File: config.mk
export PLATFORM = sky130hd
export DESIGN_NAME = pipe_arb_ctrl
export DESIGN_NICKNAME = d
export VERILOG_FILES = /design/src/rtl/pipe_arb_ctrl.sv
export SDC_FILE = /design/constraint.sdc
export NUM_CORES = 1
export LEC_CHECK = 0
export ABC_AREA = 1
export CORE_UTILIZATION = 30
export DETAILED_ROUTE_END_ITERATION = 10
export GPL_TIMING_DRIVEN = 0
export PLACE_DENSITY = 0.63
export SLEW_MARGIN = 40
export SYNTH_ARGS = -nofsm -noshare
export SYNTH_HDL_FRONTEND = slang
export SYNTH_SLANG_ARGS = --single-unit
File: constraint.sdc
create_clock -name clk -period 1.85 [get_ports clk]
set_input_delay 0.37 -clock clk [delete_from_list [all_inputs] [get_ports clk]]
set_output_delay 0.37 -clock clk [all_outputs]
set_load 0.03 [all_outputs]
File: src/rtl/pipe_arb_ctrl.sv
// Two-requester round-robin front end for a DEPTH-stage bubble-collapsing pipeline.
// Define PIPE_ARB_STATS_EN to add saturating per-source accepted-beat counters (a_cnt, b_cnt).
module pipe_arb_ctrl #(
    parameter int WIDTH = 8,
    parameter int DEPTH = 3
) (
    input  logic                         clk,
    input  logic                         rst_n,
    input  logic                         a_valid,
    input  logic [WIDTH-1:0]             a_data,
    output logic                         a_ready,
    input  logic                         b_valid,
    input  logic [WIDTH-1:0]             b_data,
    output logic                         b_ready,
    input  logic                         flush,
    output logic                         out_valid,
    output logic [WIDTH-1:0]             out_data,
    output logic                         out_src,
    input  logic                         out_ready,
    output logic [$clog2(DEPTH+1)-1:0]   occ
`ifdef PIPE_ARB_STATS_EN
    ,
    output logic [15:0]                  a_cnt,
    output logic [15:0]                  b_cnt
`endif
);

    localparam int OCC_W = $clog2(DEPTH + 1);

    if (DEPTH < 1 || DEPTH > 16) begin : g_bad_depth
        $error("pipe_arb_ctrl: DEPTH must be in 1..16");
    end

    logic [DEPTH-1:0] v_q;
    logic [DEPTH-1:0] v_d;
    logic [DEPTH-1:0] src_q;
    logic [DEPTH-1:0] src_in;
    logic [DEPTH-1:0] en;
    logic [WIDTH-1:0] data_q  [DEPTH];
    logic [WIDTH-1:0] data_in [DEPTH];
    logic [OCC_W-1:0] occ_d;

    // last_grant: 0 = A won the most recent accepted beat, 1 = B.
    logic last_grant;
    logic grant_a;
    logic grant_b;
    logic accept;
    logic accept_a;
    logic accept_b;

    // A stage may load when it is empty or everything ahead of it moves.
    always_comb begin
        logic chain;
        en    = '0;
        chain = !v_q[DEPTH-1] || out_ready;
        en[DEPTH-1] = chain;
        for (int i = DEPTH - 2; i >= 0; i--) begin
            chain = !v_q[i] || chain;
            en[i] = chain;
        end
    end

    // Grant looks only at the valids and the pointer, never at ready.
    always_comb begin
        grant_a = a_valid && (!b_valid || last_grant);
        grant_b = b_valid && (!a_valid || !last_grant);
    end

    assign a_ready  = en[0] && grant_a && !flush;
    assign b_ready  = en[0] && grant_b && !flush;
    assign accept_a = a_valid && a_ready;
    assign accept_b = b_valid && b_ready;
    assign accept   = accept_a || accept_b;

    always_comb begin
        data_in[0] = grant_b ? b_data : a_data;
        src_in[0]  = grant_b;
        for (int i = 1; i < DEPTH; i++) begin
            data_in[i] = data_q[i-1];
            src_in[i]  = src_q[i-1];
        end
    end

    always_comb begin
        v_d = v_q;
        if (flush) begin
            v_d = '0;
        end else begin
            for (int i = 0; i < DEPTH; i++) begin
                if (en[i]) begin
                    v_d[i] = (i == 0) ? accept : v_q[(i == 0) ? 0 : i - 1];
                end
            end
        end
    end

    always_comb begin
        int sum;
        sum = 0;
        for (int i = 0; i < DEPTH; i++) begin
            sum = sum + int'(v_d[i]);
        end
        occ_d = OCC_W'(sum);
    end

    always_ff @(posedge clk or negedge rst_n) begin
        if (!rst_n) begin
            v_q        <= '0;
            src_q      <= '0;
            occ        <= '0;
            last_grant <= 1'b1;
            for (int i = 0; i < DEPTH; i++) begin
                data_q[i] <= '0;
            end
        end else begin
            v_q <= v_d;
            occ <= occ_d;
            if (accept) begin
                last_grant <= accept_b;
            end
            // Data of a stage being cleared by flush may load freely; its valid is 0.
            for (int i = 0; i < DEPTH; i++) begin
                if (en[i]) begin
                    data_q[i] <= data_in[i];
                    src_q[i]  <= src_in[i];
                end
            end
        end
    end

    assign out_valid = v_q[DEPTH-1];
    assign out_data  = data_q[DEPTH-1];
    assign out_src   = src_q[DEPTH-1];

`ifdef PIPE_ARB_STATS_EN
    always_ff @(posedge clk or negedge rst_n) begin
        if (!rst_n) begin
            a_cnt <= '0;
            b_cnt <= '0;
        end else if (flush) begin
            a_cnt <= '0;
            b_cnt <= '0;
        end else begin
            if (accept_a && a_cnt != 16'hFFFF) begin
                a_cnt <= a_cnt + 16'd1;
            end
            if (accept_b && b_cnt != 16'hFFFF) begin
                b_cnt <= b_cnt + 16'd1;
            end
        end
    end
`endif

endmodule

* After elaboration in Yosys (flattened, before gate mapping)
Index checks and enable logic that the tools add are counted.
** Cells by class
- Reductions and logical operators :: 21
- Add/sub/neg operators :: 2
- Multiplexer cells :: 5
** Operators with widths (number)
- 1-bit logical AND :: 8
- 8-bit 2-to-1 mux :: 1
- 1-bit zero test :: 7
- 1-bit logical OR :: 6
- 1-bit 2-to-1 mux :: 3
- 3-bit 2-to-1 mux :: 1
- 1-bit by 1-bit adder with 2-bit output :: 1
- 2-bit by 1-bit adder with 2-bit output :: 1
** Storage, ports and cells
- Output and inout bits :: 14
- Bits of input ports :: 22
- Word-level logic and storage cells :: 37
- Bits in registers :: 33

* Longest topological paths before layout
- Word-level depth :: 12
- Depth in mapped cells :: 7
- Gate-level depth less buffers :: 7

* Least setup slack after synthesis
No wires, ideal clock.
- Path kind :: flip-flop to flip-flop
- Start :: register v_q[2]
- End :: register occ[0]
- Path buffers :: 1
- Path slack :: 0.179 ns
- Period minus slack after synthesis :: 1.671 ns
- Cell stages (with the launch flop) :: 5
- Arrival :: 1.536 ns
- Data required time :: 1.714 ns
- Library setup time :: 0.136 ns
- Path through :: dfrtp_1 -> nand3_4 -> buf_6 -> a21oi_1 -> fa_1
** Between the ends
- Elaborated cells on any way between the ends :: 17
- Classes of those cells :: add/sub (2); mux (4); reduce/logical (11)
** RTL lines
- from (decl) :: RTL line 34 : logic [DEPTH-1:0] v_q;
- from (signal assigned) :: RTL line 116 : v_q <= v_d;
- 1-bit zero test :: RTL line 55 : chain = !v_q[DEPTH-1] || out_ready;
- 1-bit logical OR :: RTL line 55
- 1-bit logical OR :: RTL line 58 : chain = !v_q[i] || chain;
- 1-bit 2-to-1 mux :: RTL line 90 : if (en[i]) begin
- 3-bit 2-to-1 mux :: RTL line 86 : if (flush) begin
- net v_d[1] :: RTL line 35 : logic [DEPTH-1:0] v_d;
- 1-bit by 1-bit adder with 2-bit output :: RTL line 101 : sum = sum + int'(v_d[i]);
- 2-bit by 1-bit adder with 2-bit output :: RTL line 101
- net occ_d[0] :: RTL line 41 : logic [OCC_W-1:0] occ_d;
- to (signal assigned) :: RTL line 110 : occ <= '0;
- to (signal assigned) :: RTL line 117 : occ <= occ_d;
- to (decl) :: RTL line 20 : output logic [$clog2(DEPTH+1)-1:0] occ
The timed path passes the listed nets, and every way through them passes these cells.
A chain may end at the register's enable or synchronous reset.

* Worst setup path in the final report
- Start :: register last_grant
- End :: output port b_ready
** Between the ends
- Cells in the longest elaborated chain, start to end :: 5
** RTL lines
- from (decl) :: RTL line 44 : logic last_grant;
- from (signal assigned) :: RTL line 119 : last_grant <= accept_b;
- 1-bit zero test :: RTL line 66 : grant_b = b_valid && (!a_valid || !last_grant);
- 1-bit logical OR :: RTL line 66
- 1-bit logical AND :: RTL line 66
- 1-bit logical AND (2 in series) :: RTL line 70 : assign b_ready = en[0] && grant_b && !flush;
- to (decl) :: RTL line 14 : output logic b_ready,
No other way between the ends.

==> flow_metrics.py <==
metrics = {
    "global_route": {
        "grt_pass1_vias": 1065,
        "track_usage": 0.122,
        "grt_pass1_wl_microns": 4790,
        "overflow": 0,
        "antenna_found_initial": 0,
        "grt_start_max_net_pins": 18,
    },
    "timing": {
        "timing.hold.ws_ps": 17.8,
        "timing.final.crit_share": 0.947,
        "tightestPinTransition_ps": 423,
        "hold_viol_final": 0,
        "setup_violations": 0,
        "post-route-min-period_ps": 1750,
        "max-slew-margin-rel": 0.718,
        "rsz0062_at_grt": "no",
        "slew_violations": 0,
        "skew_ps": 2.98,
        "clock.fmax_ghz": 0.571,
    },
    "power": {
        "p_total_mw": 1.90,
        "worst_ir_drop_vdd_mv": 0.315,
        "power.leakage_nw": 1.09,
        "powerDensity_nw_per_um2": 904,
    },
    "clock_network": {
        "htreeDepth": 2,
        "cts_buffers": 5,
        "cts_buffer_depth": 2,
        "cts_sinks": 33,
        "holdBufCountCts": 0,
        "ctsRootBufferMaster": "clkbuf_8",
        "clk_latency_ps": 280,
        "cts_tree": "built",
        "clk_pin_slew_ps": 60,
    },
    "drt": {
        "vias": 1108,
        "drc_errors": 0,
        "routed_wl_microns": 2710,
        "dr.first_iter.drc_count": 53,
        "routedWlPerCell_microns": 9.66,
        "firstDrtPassIters": 5,
        "vias_per_cell": 3.96,
        "ant_nets": 0,
    },
    "worst_setup_path": {
        "r2r_cells": 7,
        "cpPeakStageDelay_ps": 580,
        "critPathBufInv": 3,
        "path_common_cell": "inv_1",
        "crit_arrival_ps": 1380,
        "path_max_fanout": 9,
        "crit_start": "last_grant$_DFFE_PN1N_",
        "crit_family": "flip-flops",
        "crit_end": "b_ready",
        "worstSetupEndpointType": "output port",
        "cp.depth": 6,
        "critPathLaunchType": "flop",
        "regToRegSetupSlack_ps": 170,
        "r2r-end": "occ[0]$_DFF_PN0_",
        "crit_chain": "nand2_4 -> nand2_2 -> inv_1 -> nand3_1 -> inv_1 -> buf_4",
        "cp.required_ps": 1480,
        "slowest_stage": "dfstp_2",
        "worstSetupPathType": "reg -> out",
        "r2r-start": "last_grant$_DFFE_PN1N_",
    },
    "synthesis": {
        "synth_top_area_share": 0.543,
        "synth.most_common_cell": "nand2_1",
        "avgSynthCellArea_sq_um": 8.93,
        "ys_seq_area_frac": 0.561,
        "synth_top_area_cell": "dfrtp_1",
        "synthTopCellsByArea": "dfrtp_1, nand2_1, inv_1, nand3b_1, a21oi_1",
        "synth_cell_types": 17,
        "synthCells": 165,
        "synthesis.nets": 188,
        "synthArstFlopShare": 1.00,
        "yosysWarnings": 0,
        "synth-main-ff-cell": "dfrtp_1",
        "synth_edf_count": 0,
        "yosys-top-cells-count": "nand2_1, dfrtp_1, inv_1, nor2_1, a21oi_1",
        "synth_area_sq_um": 1470,
        "ys_ff_latch": 33,
    },
    "die": {
        "die_h_microns": 72.1,
        "die_x_microns": 72.1,
        "num_rows": 25,
        "io_pins": 36,
        "core_area_sq_um": 4720,
        "dieArea_sq_um": 5200,
        "initial_core_util": 0.312,
    },
    "layout": {
        "drive_gt1_frac": 0.136,
        "nets": 235,
        "antennaDiodeCount": 0,
        "nFillCells": 483,
        "syn2layout_area_growth_pct": 42.5,
        "design_area_sq_um": 2100,
    },
    "placed_design": {
        "port_buffers": 35,
        "place_area_sq_um": 1930,
        "place.gp.congestion": 0.655,
        "dp_hpwl_microns": 1980,
    },
    "min_path": {
        "hold_path_class": "in -> async",
    },
    "outcome": {
        "status": "complete, no violations",
    },
    "run": {
        "drv_cap": 0,
    },
}
[metrics by stage]
step | worst slack, ps | cells | utilization | TNS [ps]
2_1_floorplan | 179 | 165 | - | 0
3_3_place_gp | -556 | 267 | 0.404 | -7550
3_5_place_dp | -549 | 268 | 0.409 | -1400
4_1_cts | -12.5 | 276 | 0.434 | -12.5
5_1_grt | 10.5 | 280 | 0.445 | 0
6_report | 98.8 | 280 | 0.445 | 0
[worst min path at each step]
stage	endpoint	from	depth (start not counted)	slack, ps
5_1_grt	data_in[8]$_DFFE_PN0N_	rst_n	1	30
2_1_floorplan	data_in[0]$_DFFE_PN0P_	rst_n	0	70
3_3_place_gp	data_in[11]$_DFFE_PN0N_	data_in[11]$_DFFE_PN0N_	2	470
3_5_place_dp	occ[0]$_DFF_PN0_	rst_n	1	330
6_report	occ[0]$_DFF_PN0_	rst_n	1	20
4_1_cts	occ[0]$_DFF_PN0_	rst_n	1	20
[registers in the layout, summed over array words and instances (netlist names)]
signal      flops
data_in        16
last_grant      1
occ             2
out_data        8
src_q           3
v_q             3
[repair_timing]
action / 4_1_cts / 5_1_grt
setup endpoints to repair: 2 / 3
resized for setup: 15 / 8
setup buffers: 0 / 4
pin swaps: 0 / 0
[area by class of cell]
| cell class | instances | area (sq um) | area share |
|---|---|---|---|
| clock buffers | 7 | 86.3 | 0.0411 |
| well taps | 67 | 83.8 | 0.0399 |
| flip-flops and latches | 33 | 827 | 0.394 |
| inverters | 29 | 109 | 0.0518 |
| multi-input cells | 98 | 502 | 0.239 |
| repair buffers | 40 | 407 | 0.194 |
| clock inverters | 1 | 30.0 | 0.0143 |
| plain buffers | 5 | 56.3 | 0.0268 |
[worst register-to-register path, cell delays in order (launching register included)]
cell and delay [ps]:
dfstp_2 580, nand2_4 100, nand2_2 90, buf_6 140, nand3_2 70, nand2_1 50, inv_1 60, fa_1 470
[layout by cell type, fill, tap and decap left out]
master	count
buf_4	5
nor2_1	12
nand2_4	1
clkinv_1	1
clkbuf_1	1
nand3_1	9
nand2_1	41
a21oi_1	11
nand3_4	1
bufinv_16	1
nand3_2	1
dlygate4sd2_1	1
dlymetal6s2s_1	4
dfrtp_1	32
buf_6	5
clkdlybuf4s50_1	27
clkbuf_4	1
buf_2	1
buf_16	1
o21ai_1	10
dfstp_2	1
fa_1	1
inv_2	2
nand2_2	2
inv_1	26
clkbuf_8	6
nand4_4	1
nand3b_1	8
[report_power, final]
| group | internal (mW) | switching, mW |
|---|---|---|
| combinational | 0.165 | 0.196 |
| sequential | 0.809 | 0.0450 |
| clock | 0.439 | 0.244 |
| total | 1.41 | 0.485 |
[layer usage]
metal  GRT usage  routed length [microns]
met1       0.159                     1300
met2       0.183                     1220
met3      0.0375                      121
met4      0.0654                       64
met5           0                        0
[cell families after synthesis]
kind of cell               count (synthesis)  share of synthesized area
AOI/OAI and AO/OA                         21                     0.0713
and+or+nand+nor                           76                      0.246
buffers and inverters                     34                      0.108
DFF                                       33                      0.561
adders and majority gates                  1                     0.0136
Note: power is estimated with default switching activity, not from simulation.
